**config.mk**
```make
export PLATFORM = sky130hd
export DESIGN_NAME = riscv_hazard_ctrl
export DESIGN_NICKNAME = d
export VERILOG_FILES = /design/src/rtl/riscv_hazard_ctrl_pkg.sv /design/src/rtl/riscv_hazard_ctrl_forward.sv /design/src/rtl/riscv_hazard_ctrl.sv
export SDC_FILE = /design/constraint.sdc
export NUM_CORES = 1
export LEC_CHECK = 0
export CORE_AREA = 2 2 57 59
export CTS_CLUSTER_DIAMETER = 100
export DETAILED_ROUTE_END_ITERATION = 8
export DIE_AREA = 0 0 59 61
export HOLD_SLACK_MARGIN = 0.05
export PLACE_DENSITY = 0.74
export SLEW_MARGIN = 0
export SYNTH_ARGS = -nofsm -noshare
export SYNTH_HDL_FRONTEND = slang
export SYNTH_SLANG_ARGS = --single-unit
```
**constraint.sdc**
```tcl
create_clock -name clk -period 2.1 [get_ports clk]
set_input_delay 0.315 -clock clk [delete_from_list [all_inputs] [get_ports clk]]
set_output_delay 0.315 -clock clk [all_outputs]
set_load 0.05 [all_outputs]
```
**src/rtl/riscv_hazard_ctrl_pkg.sv**
```systemverilog
// Shared types for the pipeline hazard controller: forwarding selects and controller states.
// Combinational helper only; no state lives here.
package riscv_core_p;

    typedef enum logic [1:0] {
        FWD_REG = 2'b00,
        FWD_WB  = 2'b01,
        FWD_MEM = 2'b10
    } ForwardSel;

    typedef enum logic [1:0] {
        HZ_RUN      = 2'b00,
        HZ_MEM_WAIT = 2'b01,
        HZ_ERROR    = 2'b10
    } HazardState;

    localparam int WAIT_CNT_W = 8;
    localparam int PERF_CNT_W = 32;

    // MEM result is younger than WB, so it wins when both match.
    function automatic ForwardSel fwd_pick(input logic mem_hit, input logic wb_hit);
        if (mem_hit) begin
            return FWD_MEM;
        end
        if (wb_hit) begin
            return FWD_WB;
        end
        return FWD_REG;
    endfunction

endpackage

```
**src/rtl/riscv_hazard_ctrl_forward.sv**
```systemverilog
// Operand forwarding selects for both EX source operands.
// Latency: combinational. Backpressure: none.
module riscv_forward_unit
    import riscv_core_p::*;
#(
    parameter int REG_ADDR_W = 5
) (
    input  logic [REG_ADDR_W-1:0] ex_rs1,
    input  logic [REG_ADDR_W-1:0] ex_rs2,
    input  logic [REG_ADDR_W-1:0] mem_rd,
    input  logic                  mem_RegWrite,
    input  logic [REG_ADDR_W-1:0] wb_rd,
    input  logic                  wb_RegWrite,
    output ForwardSel             forwardA,
    output ForwardSel             forwardB
);

    logic mem_live;
    logic wb_live;
    logic mem_hit_a;
    logic mem_hit_b;
    logic wb_hit_a;
    logic wb_hit_b;

    // x0 is hard-wired zero, so a write to it never produces a forwardable value.
    assign mem_live = mem_RegWrite && (mem_rd != '0);
    assign wb_live  = wb_RegWrite && (wb_rd != '0);

    assign mem_hit_a = mem_live && (mem_rd == ex_rs1);
    assign mem_hit_b = mem_live && (mem_rd == ex_rs2);
    assign wb_hit_a  = wb_live && (wb_rd == ex_rs1);
    assign wb_hit_b  = wb_live && (wb_rd == ex_rs2);

    always_comb begin
        forwardA = fwd_pick(mem_hit_a, wb_hit_a);
        forwardB = fwd_pick(mem_hit_b, wb_hit_b);
    end

endmodule

```
**src/rtl/riscv_hazard_ctrl.sv**
```systemverilog
// Pipeline hazard controller: forwarding, load-use stall, branch flush, dmem wait freeze (perf counters under HAZARD_PERF_CNT_EN).
// Latency: all enables/flushes/selects are combinational from inputs and FSM state; state updates on clk.
// Backpressure: dmem_ready low freezes every pipeline register; timeout parks the pipe in a sticky error.
module riscv_hazard_ctrl
    import riscv_core_p::*;
#(
    parameter int MEM_TIMEOUT = 16,
    parameter int REG_ADDR_W  = 5
) (
    input  logic                  clk,
    input  logic                  rst,
    input  logic [REG_ADDR_W-1:0] id_rs1,
    input  logic [REG_ADDR_W-1:0] id_rs2,
    input  logic [REG_ADDR_W-1:0] ex_rs1,
    input  logic [REG_ADDR_W-1:0] ex_rs2,
    input  logic [REG_ADDR_W-1:0] ex_rd,
    input  logic                  ex_MemRead,
    input  logic [REG_ADDR_W-1:0] mem_rd,
    input  logic                  mem_RegWrite,
    input  logic                  mem_MemRead,
    input  logic                  mem_MemWrite,
    input  logic                  mem_PCSrc,
    input  logic [REG_ADDR_W-1:0] wb_rd,
    input  logic                  wb_RegWrite,
    input  logic                  dmem_ready,
    output logic                  pc_write,
    output logic                  ifid_write,
    output logic                  idex_write,
    output logic                  exmem_write,
    output logic                  memwb_write,
    output logic                  ifid_flush,
    output logic                  idex_flush,
    output logic                  exmem_flush,
    output logic [1:0]            forwardA,
    output logic [1:0]            forwardB,
    output logic                  mem_error
`ifdef HAZARD_PERF_CNT_EN
    ,
    output logic [PERF_CNT_W-1:0] stall_cnt,
    output logic [PERF_CNT_W-1:0] flush_cnt,
    output logic [PERF_CNT_W-1:0] wait_cnt_total
`endif
);

    localparam logic [WAIT_CNT_W-1:0] TIMEOUT = WAIT_CNT_W'(MEM_TIMEOUT);

    HazardState            state;
    logic [WAIT_CNT_W-1:0] wait_cnt;

    ForwardSel fwd_a;
    ForwardSel fwd_b;

    logic mem_acc;
    logic load_use;
    logic run_rules;
    logic freeze;
    logic branch_flush;
    logic stall;

    riscv_forward_unit #(
        .REG_ADDR_W (REG_ADDR_W)
    ) u_fwd (
        .ex_rs1       (ex_rs1),
        .ex_rs2       (ex_rs2),
        .mem_rd       (mem_rd),
        .mem_RegWrite (mem_RegWrite),
        .wb_rd        (wb_rd),
        .wb_RegWrite  (wb_RegWrite),
        .forwardA     (fwd_a),
        .forwardB     (fwd_b)
    );

    assign forwardA = fwd_a;
    assign forwardB = fwd_b;

    assign mem_acc  = mem_MemRead | mem_MemWrite;
    assign load_use = ex_MemRead && (ex_rd != '0) && ((ex_rd == id_rs1) || (ex_rd == id_rs2));

    // The cycle dmem_ready arrives in MEM_WAIT behaves exactly like RUN, so a
    // branch held in MEM during the wait takes effect then rather than being dropped.
    assign run_rules = (state == HZ_RUN) || ((state == HZ_MEM_WAIT) && dmem_ready);

    assign freeze = !run_rules || (mem_acc && !dmem_ready);

    assign branch_flush = !freeze && mem_PCSrc;
    assign stall        = !freeze && !mem_PCSrc && load_use;

    always_comb begin
        pc_write    = 1'b1;
        ifid_write  = 1'b1;
        idex_write  = 1'b1;
        exmem_write = 1'b1;
        memwb_write = 1'b1;
        ifid_flush  = 1'b0;
        idex_flush  = 1'b0;
        exmem_flush = 1'b0;
        if (freeze) begin
            pc_write    = 1'b0;
            ifid_write  = 1'b0;
            idex_write  = 1'b0;
            exmem_write = 1'b0;
            memwb_write = 1'b0;
        end else if (branch_flush) begin
            ifid_flush  = 1'b1;
            idex_flush  = 1'b1;
            exmem_flush = 1'b1;
        end else if (stall) begin
            pc_write    = 1'b0;
            ifid_write  = 1'b0;
            idex_flush  = 1'b1;
        end
    end

    assign mem_error = (state == HZ_ERROR);

    always_ff @(posedge clk or posedge rst) begin
        if (rst) begin
            state    <= HZ_RUN;
            wait_cnt <= '0;
        end else begin
            unique case (state)
                HZ_RUN: begin
                    if (mem_acc && !dmem_ready) begin
                        state    <= HZ_MEM_WAIT;
                        wait_cnt <= WAIT_CNT_W'(1);
                    end
                end
                HZ_MEM_WAIT: begin
                    if (dmem_ready) begin
                        state    <= HZ_RUN;
                        wait_cnt <= '0;
                    end else begin
                        if (wait_cnt == TIMEOUT) begin
                            state <= HZ_ERROR;
                        end
                        if (wait_cnt != '1) begin
                            wait_cnt <= wait_cnt + 1'b1;
                        end
                    end
                end
                HZ_ERROR: begin
                    state <= HZ_ERROR;
                end
                default: begin
                    state    <= HZ_RUN;
                    wait_cnt <= '0;
                end
            endcase
        end
    end

`ifdef HAZARD_PERF_CNT_EN
    always_ff @(posedge clk or posedge rst) begin
        if (rst) begin
            stall_cnt      <= '0;
            flush_cnt      <= '0;
            wait_cnt_total <= '0;
        end else begin
            if (stall) begin
                stall_cnt <= stall_cnt + 1'b1;
            end
            if (branch_flush) begin
                flush_cnt <= flush_cnt + 1'b1;
            end
            if (state == HZ_MEM_WAIT) begin
                wait_cnt_total <= wait_cnt_total + 1'b1;
            end
        end
    end
`endif

endmodule

```
# Word level (Yosys, flattened, before mapping)
# Cells that the tools add are included.
op_classes:
  mux: 31
  bitwise: 2
  addsub: 1
  reduce_logical: 26
  n_eq_ne: 13
ops:
  columns: ["operator", "n"]
  rows:
  - ["5-bit == test", 6]
  - ["8-bit 2-to-1 mux", 3]
  - ["8-bit case mux with 3 select lines", 1]
  - ["2-bit 2-to-1 mux", 11]
  - ["1-bit 2-to-1 mux", 15]
  - ["5-bit nonzero test", 3]
  - ["1-bit logical AND", 13]
  - ["8-bit by 1-bit adder with 8-bit output, second input constant", 1]
  - ["8-bit by 5-bit == test with 1-bit output, second input constant", 1]
  - ["8-bit inequality test, second input constant", 1]
  - ["3-bit by 2-bit inequality test with 1-bit output, second input constant", 2]
  - ["2-bit case mux with 3 select lines", 1]
  - ["1-bit logical NOT", 4]
  - ["1-bit logical OR", 3]
  - ["3-bit AND reduction", 1]
  - ["2-bit by 1-bit == test with 1-bit output, second input constant", 1]
  - ["2-bit == test, second input constant", 1]
  - ["2-bit logical NOT", 1]
  - ["2-bit by 1-bit inequality test with 1-bit output, second input constant", 1]
  - ["2-bit AND reduction", 1]
  - ["1-bit inverter", 1]
  - ["1-bit bitwise OR", 1]
word_totals:
  output_inout_bits: 13
  inputBits: 44
  register_bits: 10
  elab_cells: 75

# Depth between registers and ports, before layout
depth:
  depth_word: 11
  ltp_mapped: 6
  mapped_depth_nobuf: 5

# Cells and area by module
# Synthesis repeated with hierarchy kept, for this count alone.
hier_totals:
  hier_cells: 131
  area_unflattened_um2: 1099.8
modules_own_cells:
  columns: ["module", "seq_area_each_um2", "cells_per_inst", "n_inst", "area_per_inst_um2"]
  rows:
  - ["riscv_hazard_ctrl", 250.2, 95, 1, 814.5]
  - ["riscv_forward_unit", 0.0, 36, 1, 285.3]

# Worst setup path after synthesis
# Ideal clock, no wire load.
synth_path:
  path_kind: "flip-flop to output port"
  start: "reg state[0]"
  end: "out idex_flush"
  path_buffers: 1
  path_slack_ps: -1142
  stages_incl_launch_ff: 6
  t_required_ps: 1785
  t_arrival_ps: 2927
  path_cell_list: "dfrtp_1 -> buf_6 -> or3_1 -> a21oi_1 -> and2_1 -> o21bai_1"
synth_via:
  elab_chain_cells: 11
  elab_cells_between_ends: 13
  classes_between: "eq/ne (1); mux (3); reduce/logical (9)"
synth_rtl:
  columns: ["item", "line", "rtl"]
  rows:
  - ["start: declaration", "riscv_hazard_ctrl.sv:47", "HazardState state;"]
  - ["start signal: assignment", "riscv_hazard_ctrl.sv:118", "state <= HZ_RUN;"]
  - ["start signal: assignment", "riscv_hazard_ctrl.sv:124", "state <= HZ_MEM_WAIT;"]
  - ["start signal: assignment", "riscv_hazard_ctrl.sv:130", "state <= HZ_RUN;"]
  - ["2-bit by 1-bit == test with 1-bit output", "riscv_hazard_ctrl.sv:81", "assign run_rules = (state == HZ_RUN) || ((state == HZ_MEM_WAIT) && dmem_ready);"]
  - ["1-bit logical AND", "riscv_hazard_ctrl.sv:81", null]
  - ["1-bit logical OR (*)", "riscv_hazard_ctrl.sv:81", null]
  - ["1-bit logical NOT (*)", "riscv_hazard_ctrl.sv:83", "assign freeze = !run_rules || (mem_acc && !dmem_ready);"]
  - ["1-bit logical OR (*)", "riscv_hazard_ctrl.sv:83", null]
  - ["1-bit logical NOT", "riscv_hazard_ctrl.sv:85, riscv_hazard_ctrl.sv:86", null]
  - ["1-bit logical AND (2 in series)", "riscv_hazard_ctrl.sv:86", "assign stall = !freeze && !mem_PCSrc && load_use;"]
  - ["1-bit 2-to-1 mux", "riscv_hazard_ctrl.sv:107", "end else if (stall) begin"]
  - ["1-bit 2-to-1 mux", "riscv_hazard_ctrl.sv:103", "end else if (branch_flush) begin"]
  - ["1-bit 2-to-1 mux (*)", "riscv_hazard_ctrl.sv:97", "if (freeze) begin"]
  - ["end: declaration", "riscv_hazard_ctrl.sv:32", "output logic idex_flush,"]
# Mark *: on every way between the ends. The rest lies on a longest branch, timed or not.

# Worst setup path in the final report
layout_path:
  start: "in ex_rd[0]"
  end: "out idex_flush"
layout_via:
  elab_chain_cells: 7
  elab_cells_between_ends: 10
  classes_between: "eq/ne (2); mux (3); reduce/logical (5)"
layout_rtl:
  columns: ["item", "line", "rtl"]
  rows:
  - ["start: declaration", "riscv_hazard_ctrl.sv:16", "input logic [REG_ADDR_W-1:0] ex_rd,"]
  - ["5-bit == test or 5-bit nonzero test (tied branches)", "riscv_hazard_ctrl.sv:77", "assign load_use = ex_MemRead && (ex_rd != '0) && ((ex_rd == id_rs1) || (ex_rd == id_rs2));"]
  - ["1-bit logical OR or 1-bit logical AND (tied branches)", "riscv_hazard_ctrl.sv:77", null]
  - ["1-bit logical AND (*)", "riscv_hazard_ctrl.sv:77", null]
  - ["1-bit logical AND (*)", "riscv_hazard_ctrl.sv:86", null]
  - ["1-bit 2-to-1 mux (*)", "riscv_hazard_ctrl.sv:107", null]
  - ["1-bit 2-to-1 mux (*)", "riscv_hazard_ctrl.sv:103", null]
  - ["1-bit 2-to-1 mux (*)", "riscv_hazard_ctrl.sv:97", null]
# Marked as above.

==> flow_metrics.env <==
export IMPL_clockBufferDepth=2
export IMPL_core_um2=2950
export IMPL_synthXorXnorAreaFrac_pct=23.3
export IMPL_grt_pass1_vias=1293
export IMPL_crit_chain="clkdlybuf4s50_1, xor2_1, nor3_2, a22oi_2, buf_4, o21bai_4, buf_12"
export IMPL_place_congestion=1.00
export IMPL_syn_area_um2=1130
export IMPL_worstSetupStartpoint="ex_rd[0]"
export IMPL_finalSetupViolCount=1
export IMPL_grt_pass1_wl_um=5870
export IMPL_fp_dieArea_um2=3600
export IMPL_p_seq_share_pct=27.3
export IMPL_worst_slew_pin_slew_ns=0.429
export IMPL_path_clk_slew_ns=0.07
export IMPL_synth_most_common_cell="xor2_1"
export IMPL_cts_root_buf="clkbuf_4"
export IMPL_numCtsBuffers=3
export IMPL_synth_top_family_by_area="simple AND/OR/NAND/NOR gates"
export IMPL_synthFlopType="dfrtp_1"
export IMPL_syn_to_final_growth_pct=82.9
export IMPL_r2r_start="state[0]"
export IMPL_io_pins=57
export IMPL_synth_edff_count=0
export IMPL_portBuffers=56
export IMPL_p_per_area_nw_per_um2=375
export IMPL_slew_violations=0
export IMPL_fmax_mhz=475
export IMPL_drv_cap=0
export IMPL_status="complete, but fails checks"
export IMPL_grt_max_degree=11
export IMPL_drive_gt1_share_pct=36.6
export IMPL_end_kind="output port"
export IMPL_synth_seq_area_share_pct=22.2
export IMPL_tns_ns=-0.00661
export IMPL_yosys_top_cells_count="xor2_1, dfrtp_1, nand2_1, nand3_1, or4_1"
export IMPL_drt_wl_total_um=3700
export IMPL_die_w_um=59
export IMPL_switchingPower_uw=269
export IMPL_avgViaCountPerCell=5.39
export IMPL_gr_total_overflow=0
export IMPL_cp_max_fo=3
export IMPL_cp_required_ns=1.78
export IMPL_cts_tree="built"
export IMPL_synth_fa_ha_area_share_pct=2.22
export IMPL_clkPwrFrac_pct=21.9
export IMPL_min_path_type="input port to async pin"
export IMPL_critPathTopFamily="buffers and inverters"
export IMPL_cp_num_buf_inv=3
export IMPL_p_total_uw=774
export IMPL_wl_per_cell_um=15.6
export IMPL_start_kind="input port"
export IMPL_vias=1283
export IMPL_drc_errors=0
export IMPL_synthCells=129
export IMPL_track_usage_pct=21.5
export IMPL_slowest_stage="clkdlybuf4s50_1"
export IMPL_period_needed_ns=2.11
export IMPL_synthMuxAreaShare_pct=1.77
export IMPL_switching_share_pct=34.7
export IMPL_async_flop_share_pct=100
export IMPL_ir_drop_uv=350
export IMPL_drt_iter0_drc=39
export IMPL_rows=20
export IMPL_place_hpwl_um=2960
export IMPL_antenna_cells=0
export IMPL_yosysTopAreaCellShare_pct=22.2
export IMPL_path_class="input port to output port"
export IMPL_initial_core_util_pct=38.2
export IMPL_num_fill_cells=218
export IMPL_clk_insertion_delay_late_ns=0.27
export IMPL_cts_sinks=10
export IMPL_drtAntennaViolNets=0
export IMPL_synth_compound_area_share_pct=18.7
export IMPL_synth_top_cell_by_area="dfrtp_1"
export IMPL_skew_ns=0.00594
export IMPL_setup_ws_ns=-0.00661
export IMPL_p_leak_uw=0.000888
export IMPL_layout_nets=252
export IMPL_final_hold_viol_count=0
export IMPL_antenna_found_initial=0
export IMPL_max_slew_margin_pct=71.0
export IMPL_die_y_um=61
export IMPL_p_int_uw=505
export IMPL_avgSynthCellArea_um2=8.75
export IMPL_fin_crit_sh_pct=100
export IMPL_yosys_warnings=0
export IMPL_h_tree_depth=1
export IMPL_synth_nets=175
export IMPL_synth_cell_types=37
export IMPL_synth_area_top_cells="dfrtp_1, xor2_1, or4_1, xnor2_1, buf_4"
export IMPL_yosys_area_share_simple_pct=23.5
export IMPL_synth_seq_cells=10
export IMPL_violations="setup timing"
export IMPL_crit_arrival_ns=1.79
export IMPL_rsz0062_at_grt="yes"
export IMPL_drt_pass1_iterations=4
export IMPL_combPwrFrac_pct=50.9
export IMPL_slowest_delay_ns=0.53
## repair_timing
item	in CTS	in global routing
setup buffers	1	2
gates resized for setup	57	14
hold buffers	0	0
setup endpoints to repair	9	6
pin swaps	16	11
endpoints found under the hold margin	0	0
## power by group through the flow
| stage | logic, uW | clock network, uW | registers, uW |
|---|---|---|---|
| floorplan | 187 | 0 | 211 |
| global placement | 376 | 0 | 214 |
| detailed placement | 384 | 0 | 214 |
| CTS | 392 | 176 | 211 |
| global route | 422 | 183 | 213 |
| finish | 394 | 169 | 211 |
## per-stage QoR
stage               hold slack [ns]  cells  utilization, %  area [um^2]  setup WS (ns)
global placement              0.548    232            67.5         1990         -0.239
CTS                           0.321    237            70.6         2080        0.00726
floorplan                     0.155    129               -         1180        -0.0986
detailed placement            0.565    232            67.5         1990         -0.321
finish                        0.321    238            69.9         2060       -0.00661
global route                  0.369    238            69.9         2060        -0.0652
## per-layer routing
layer	vias up	wire [um]	GRT usage (%)	share of wire, %
li1	619	-	-	-
met1	610	1510	25.3	41
met2	48	1940	39.8	53
met3	6	213	4.48	5.8
met4	0	30	5.19	0.81
met5	-	0	0	0
## placed cells by master (no fill, tap or decap), types with 2 or more instances in the layout
cell	Yosys	routed
xor2_1	24	24
buf_4	6	24
clkdlybuf4s50_1	0	19
buf_12	0	12
dlygate4sd2_1	0	11
dfrtp_1	10	10
nand3_1	8	8
nand2_1	8	8
inv_1	7	7
clkbuf_2	0	7
nor2_1	6	6
xnor2_1	6	6
o211ai_1	4	4
or4_1	8	4
or4_4	0	4
nor4_4	0	4
buf_2	0	4
o21ai_0	4	3
clkbuf_4	0	3
o21bai_4	1	2
nand4_1	2	2
o21ai_2	1	2
a2bb2oi_1	2	2
mux2i_1	2	2
nor3_2	0	2
ha_1	2	2
## cell families (layout without fill, tap and decap cells)
family,Yosys count,in the layout
AOI/OAI and AO/OA,25,25
xor gates and xnor gates,30,30
adders and majority gates,2,2
buffers and inverters,15,91
DFF,10,10
muxes,2,2
and+or+nand+nor,45,45
## flip-flops by register name, summed over array words and instances (netlist names)
register,count
state,2
wait_cnt,8
## area by class of cell
cell class	count	area, um^2	area share (%)
multi-input combinational	104	916	44.4
timing repair buffer	80	795	38.5
sequential	10	250	12.1
tap	33	41.3	2.00
clock buffer	4	36.3	1.76
inverter	7	26.3	1.27
## worst paths after layout
path / to / slack, ns / depth (start not counted)
worst max-delay path: idex_flush / -0.007 / 7
worst min-delay path: wait_cnt[7] / 0.32 / 2
worst max register to register: wait_cnt[5] / 0.44 / 5
worst min register to register: wait_cnt[7] / 0.58 / 2
max in group asynchronous: state[0] / 1.50 / 2
min in group clk: wait_cnt[7] / 0.58 / 2
(Power assumes the default switching activity.)
